### config.mk
export PLATFORM = sky130hd
export DESIGN_NAME = fetch_prefetch_queue
export DESIGN_NICKNAME = d
export VERILOG_FILES = /design/src/rtl/fetch_prefetch_queue.sv
export SDC_FILE = /design/constraint.sdc
export NUM_CORES = 1
export LEC_CHECK = 0
export CORE_MARGIN = 2
export CORE_UTILIZATION = 56
export CTS_BUF_LIST = sky130_fd_sc_hd__clkbuf_2 sky130_fd_sc_hd__clkbuf_4 sky130_fd_sc_hd__clkbuf_8
export CTS_CLUSTER_SIZE = 10
export DETAILED_ROUTE_END_ITERATION = 10
export PLACE_DENSITY = 0.8
export SLEW_MARGIN = 20
export SYNTH_ARGS = -nofsm -noshare
export SYNTH_HDL_FRONTEND = slang
export SYNTH_SLANG_ARGS = --single-unit
export TNS_END_PERCENT = 10
### constraint.sdc
create_clock -name clk -period 4.6 [get_ports clk]
set_input_delay 1.15 -clock clk [delete_from_list [all_inputs] [get_ports clk]]
set_output_delay 1.15 -clock clk [all_outputs]
set_load 0.02 [all_outputs]
### src/rtl/fetch_prefetch_queue.sv
// Instruction prefetch queue: issues sequential fetches, buffers in-order responses and
// presents {instr, pc, pc+4} to decode, honouring decode stall and execute-stage flush.
module fetch_prefetch_queue #(
  parameter int          DEPTH    = 4,
  parameter logic [31:0] RESET_PC = 32'h0000_0000
) (
  input  logic        clk,
  input  logic        rst,
  input  logic        flush,
  input  logic [31:0] flush_target,
  input  logic        stall,
  output logic        imem_req_valid,
  input  logic        imem_req_ready,
  output logic [31:0] imem_req_addr,
  input  logic        imem_resp_valid,
  input  logic [31:0] imem_resp_data,
  output logic        out_valid,
  output logic [31:0] out_instr,
  output logic [31:0] out_pc,
  output logic [31:0] out_pc_plus_four
);

  localparam int          PW      = (DEPTH > 1) ? $clog2(DEPTH) : 1;
  localparam int          CW      = $clog2(DEPTH + 1);
  localparam logic [CW:0] DEPTH_L = (CW+1)'(DEPTH);
  localparam logic [31:0] NOP     = 32'h0000_0013;

  logic [31:0]   fetch_pc;
  logic [31:0]   instr_mem [DEPTH];
  logic [31:0]   pc_mem    [DEPTH];
  logic [31:0]   tag_mem   [DEPTH];
  logic [PW-1:0] rd_ptr, wr_ptr, tag_rd_ptr, tag_wr_ptr;
  logic [CW-1:0] count, inflight, discard, inflight_nx;
  logic [CW:0]   occupancy;
  logic [31:0]   target_aligned;
  logic          issue, drop, push, pop;

  assign target_aligned = flush_target & 32'hFFFF_FFFC;
  assign occupancy      = {1'b0, count} + {1'b0, inflight};

  // Issue only when a FIFO slot is reserved for every outstanding request
  assign imem_req_valid = !rst && !flush && (occupancy < DEPTH_L);
  assign imem_req_addr  = fetch_pc;
  assign issue          = imem_req_valid && imem_req_ready;

  assign drop        = (discard != '0);
  assign push        = imem_resp_valid && !drop && !flush && !rst;
  assign pop         = out_valid && !stall && !flush && !rst;
  assign inflight_nx = inflight + CW'(issue) - CW'(imem_resp_valid);

  assign out_valid        = (count != '0);
  assign out_instr        = out_valid ? instr_mem[rd_ptr] : NOP;
  assign out_pc           = out_valid ? pc_mem[rd_ptr] : 32'h0;
  assign out_pc_plus_four = out_pc + 32'd4;

  // After reset or flush every outstanding response belongs to the old stream, so discard
  // tracks inflight exactly; this keeps back-to-back flushes from double counting.
  always_ff @(posedge clk) begin
    if (rst) begin
      fetch_pc   <= RESET_PC & 32'hFFFF_FFFC;
      count      <= '0;
      rd_ptr     <= '0;
      wr_ptr     <= '0;
      tag_rd_ptr <= '0;
      tag_wr_ptr <= '0;
      inflight   <= inflight_nx;
      discard    <= inflight_nx;
    end else if (flush) begin
      fetch_pc   <= target_aligned;
      count      <= '0;
      rd_ptr     <= '0;
      wr_ptr     <= '0;
      tag_rd_ptr <= '0;
      tag_wr_ptr <= '0;
      inflight   <= inflight_nx;
      discard    <= inflight_nx;
    end else begin
      if (issue) begin
        fetch_pc   <= fetch_pc + 32'd4;
        tag_wr_ptr <= tag_wr_ptr + PW'(1);
      end
      if (push) begin
        wr_ptr     <= wr_ptr + PW'(1);
        tag_rd_ptr <= tag_rd_ptr + PW'(1);
      end
      if (pop)
        rd_ptr <= rd_ptr + PW'(1);
      count    <= count + CW'(push) - CW'(pop);
      inflight <= inflight_nx;
      if (imem_resp_valid && drop)
        discard <= discard - CW'(1);
    end
  end

  always_ff @(posedge clk) begin
    if (issue)
      tag_mem[tag_wr_ptr] <= fetch_pc;
    if (push) begin
      instr_mem[wr_ptr] <= imem_resp_data;
      pc_mem[wr_ptr]    <= tag_mem[tag_rd_ptr];
    end
  end

endmodule
; ---- Word-level counts from Yosys, hierarchy flattened
; Memories as Yosys holds them, arrays and structs flattened. A register that Yosys moved wholly into a read port is not among the register bits.
; Index checks and enable logic that the tools add are counted.
[op_classes]
add_sub_neg = 12
mul = 0
n_div = 0
order_cmp = 1
n_eq_ne = 0
shift = 0
muxes = 17
n_bitwise = 0
n_reduce_logical = 19
[ops]
columns = op, n
row1 = 32-bit 2-to-1 mux, 4
row2 = 32-bit by 3-bit adder with 32-bit output (second input constant), 2
row3 = 2-bit 2-to-1 mux, 6
row4 = 1-bit logical AND, 10
row5 = 3-bit 2-to-1 mux, 3
row6 = 3-bit nonzero test, 3
row7 = 2-bit by 1-bit adder with 2-bit output (second input constant), 4
row8 = 3-bit by 1-bit adder with 3-bit output, 2
row9 = 3-bit by 1-bit subtractor with 3-bit output, 2
row10 = 3-bit by 3-bit adder with 4-bit output, 1
row11 = 1-bit logical NOT, 4
row12 = 4-bit by 3-bit less-than comparator with 1-bit output (second input constant), 1
row13 = 1-bit 2-to-1 mux, 4
row14 = 3-bit by 1-bit subtractor with 3-bit output (second input constant), 1
row15 = 2-bit nonzero test, 1
row16 = 2-bit OR reduction, 1
[word_totals]
register_bits = 49
latchBits = 0
mem_bits_rw = 384
romBits = 0
input_bits = 70
output_inout_bits = 130
wordCells = 61
memories = 3
[mem_list]
columns = memory, depth, width, read_ports, rd_clocked_by_memory_dff, wr, line
row1 = instr_mem, 4, 32, 1, 1, 1, 29  ; logic [31:0] instr_mem [DEPTH];
row2 = pc_mem, 4, 32, 1, 1, 1, 30  ; logic [31:0] pc_mem [DEPTH];
row3 = tag_mem, 4, 32, 1, 1, 1, 31  ; logic [31:0] tag_mem [DEPTH];

; ---- Depth between registers and ports, before layout
[depth]
depth_word = 8
mapped_depth = 15
mapped_depth_nobuf = 13

; ---- Worst setup path before layout
; OpenSTA, ideal clock, no wires.
[synth_path]
path_type = register to output
startpoint = register count[1]
endpoint = output port out_pc_plus_four[16]
arrival_time_ns = 3.266
slack_ns = 0.184
path_stages_with_launch = 13
path_buffers = 2
path_cell_list = dfxtp_1 -> nor3_2 -> inv_1 -> clkbuf_1 -> clkbuf_1 -> and2_1 -> ha_1 -> nand2_1 -> o22ai_1 -> nand3b_4 -> or3_1 -> nor4b_2 -> xor2_1
[synth_between]
elab_chain_cells = 3
[synth_rtl]
columns = item, line
row1 = "start, declared", 33  ; logic [CW-1:0] count, inflight, discard, inflight_nx;
row2 = "start signal, assigned", 88  ; count <= count + CW'(push) - CW'(pop);
row3 = 3-bit nonzero test, 51  ; assign out_valid = (count != '0);
row4 = via out_valid, 17  ; output logic out_valid,
row5 = 32-bit 2-to-1 mux, 53  ; assign out_pc = out_valid ? pc_mem[rd_ptr] : 32'h0;
row6 = via out_pc[3], 19  ; output logic [31:0] out_pc,
row7 = 32-bit by 3-bit adder with 32-bit output, 54  ; assign out_pc_plus_four = out_pc + 32'd4;
row8 = "end, declared", 20  ; output logic [31:0] out_pc_plus_four
; The timed path passes the listed nets, and every way through them passes these cells.

==> impl_metrics.ini <==
[logic_synthesis]
ys_types = 63
synth_most_common_cell = edfxtp_1
ys_seq_elements = 419
synthFlopType = edfxtp_1
syn-cell-area_mm2 = 0.0177
yosysWarnings = 0
synthTopCellsByArea = edfxtp_1 (63%), mux4_2 (12%), dfxtp_1 (5.4%), and2_1 (2.4%), nand2_1 (1.5%)
synth_area_leader_cell = edfxtp_1
synth.avg_cell_area_um2 = 16.5
ys_seq_area_share_pct = 68.2
synth_common_cells = edfxtp_1 (371), mux4_2 (95), nand2_1 (73), and2_1 (68), nor2_1 (51)
synth_edf_count = 371
synth.top_cell.area_share_pct = 62.8
async_reset_ff_share_pct = 0
syn_inst = 1078

[clock_network]
root_buffer = clkbuf_8
cts_tree = done
cts_made_buffers = 68
htreeDepth = 3
cts_setup_buffers = 0
clock_path_buffers = 3
clock_sinks = 419
clk_pin_slew_ps = 60
worstSkewPairLatency_ps = 570

[die]
dieWidth_um = 182
fp-row-count = 65
boundaryPins = 200
initial_core_util_pct = 56.5
chipHeight_um = 182
coreArea_mm2 = 0.0314
die-area_mm2 = 0.0331

[place]
dpl_cell_area_mm2 = 0.0202
place_hpwl_mm = 23.4
io_buffers = 191
routabilityCongestion = 0.816

[hold_path]
hold_path_class = register to register

[route]
dr_total_vias = 10200
drt_pre_antenna_iters = 5
detail_route.vias_per_cell = 5.81
drt_iter0_markers = 691
routed_wl_mm = 36.1
postRouteAntennaNets = 0
drc = 0
avgRoutedWirePerCell_um = 20.5

[global_route]
antenna_found_initial = 0
grt_pass1_vias = 10400
grt_remaining_overflow = 0
grt_first_pass_wirelength_mm = 56.7
grt_start_max_net_pins = 67
grt_use_total_pct = 22.1

[worst_setup_path]
r2r-end = discard[2]
worst_ep_arrival_time_ps = 3390
worstRegToRegCells = 13
timing.reg2reg.setup_slack_ps = 1930
crit_required_ps = 3450
crit_path_end_kind = primary output
critPathKind = register to primary output
cp-endpoint = out_pc_plus_four[26]
critPathLaunchType = register
rr_startpoint = count[2]
worst-path-max-fanout = 29

[power]
powerDensity_mw_per_mm2 = 366
leakagePower_nw = 7.19
ir_drop_uv = 217

[sta]
final-setup-viol-count = 0
max-slew-margin-rel_pct = 40.7
min_period_over_period_pct = 98.8
drv_slew = 0
hold_slack_ps = 501
rsz0062_at_grt = yes
hold_viol = 0
finClkSkew_ps = 25.2
fmax_ghz = 0.220
worst_pin_slew_ps = 883
fin_crit_ps = 4540

[layout]
drive_gt1_share_pct = 18.9
final_nets = 1404
n_antenna_cell = 0
syn_to_final_growth_pct = 21.1
postLayoutCellArea_mm2 = 0.0215
fillers = 2072
final_util_pct = 68.4

[outcome]
outcome = finished, final reports clean

[run]
cap_viol_max_count = 0
==> timing repair <==
action / CTS / global route
pin swaps: 0 / 0
hold buffers: 0 / 0
resized for setup: 21 / 25
endpoints found under the setup margin: 22 / 19
==> routing by layer <==
metal,wire length [um],global-route usage (%),vias to the layer above
met3,2570,4.21,69
met4,824,7.42,0
met2,17100,35.1,417
li1,-,-,4654
met5,0,0,-
met1,15600,31.3,5084
==> flip-flops by register name (all words and copies together) (netlist names), named ones only <==
register,cells
inflight,3
discard,3
tag_mem,120
wr_ptr,2
imem_req_addr,30
count,3
rd_ptr,2
pc_mem,120
instr_mem,128
tag_rd_ptr,2
tag_wr_ptr,2
==> how the worst min path moves through the flow <==
stage / startpoint / end / slack (ps) / cells past startpoint
4_1_cts: tag_wr_ptr[1] / tag_wr_ptr[1] / 500 / 2
3_5_place_dp: tag_wr_ptr[1] / tag_wr_ptr[1] / 490 / 2
3_3_place_gp: tag_wr_ptr[1] / tag_wr_ptr[1] / 480 / 2
5_1_grt: tag_wr_ptr[1] / tag_wr_ptr[1] / 510 / 2
6_report: tag_wr_ptr[1] / tag_wr_ptr[1] / 500 / 2
2_1_floorplan: tag_wr_ptr[1] / tag_wr_ptr[1] / 470 / 2
==> critical path: stages, from the launching register on <==
cell	delay [ps]
dfxtp_4	380
buf_12	210
mux4_2	600
or4b_4	550
nor4_4	280
buf_4	200
nand4_1	120
xnor2_1	160
clkdlybuf4s15_1	320
==> where the power goes <==
group	switching, mW	internal [mW]
Combinational	0.267	0.253
Clock	1.36	1.63
Sequential	0.0898	4.26
==> area by class of cell <==
class                      count  area, um2  share of cell area [%]
timing repair buffer         221       2250                    10.5
multi-input combinational    581       5260                    24.5
clock buffer                  90       1110                    5.19
inverter                      23       86.3                   0.402
clock inverter                25        145                   0.676
tap                          402        503                    2.34
sequential                   419      12100                    56.4
==> stage by stage <==
step                      TNS [ps]  total power, mW  cells  worst slack [ps]
after detailed placement         0             4.95   1646               160
final                            0             7.85   1761              55.5
after global routing          -134             8.13   1761             -82.3
after floorplan                  0             4.71   1083               184
after global placement           0             4.92   1646               227
after CTS                     -673             7.93   1761              -173
==> logic make-up (layout without fill, tap and decap cells) <==
kind of cell	after synthesis	in the layout	synth area share [%]
xor+xnor	43	43	2.12
fa+ha+maj	20	20	1.50
flops	419	419	68.2
buf+inv	83	359	2.36
mux	110	110	12.9
other cells	1	6	0.0211
compound gates	88	88	3.00
simple gates	314	314	9.83
==> layout by cell type, fill, tap and decap left out, types with 5 or more instances in the layout <==
cell / count
o211ai_1: 5
clkdlybuf4s50_1: 173
clkinv_1: 12
nand2b_1: 5
nand3b_1: 5
buf_4: 20
edfxtp_1: 371
nor2b_1: 6
nor3_1: 10
conb_1: 6
nand2_1: 73
and2_1: 64
mux2i_1: 12
buf_12: 6
dlymetal6s2s_1: 8
o21ai_0: 23
and3_1: 6
a31oi_1: 11
clkbuf_8: 70
nor4_1: 5
or4_1: 5
mux4_2: 95
inv_1: 22
xor2_1: 15
clkbuf_4: 20
a21oi_1: 30
dfxtp_1: 44
clkinv_2: 8
xnor2_1: 28
nor2_1: 51
and4_1: 7
nand4_1: 15
ha_1: 18
nand3_1: 26
Note: power is estimated with default switching activity, not from simulation.
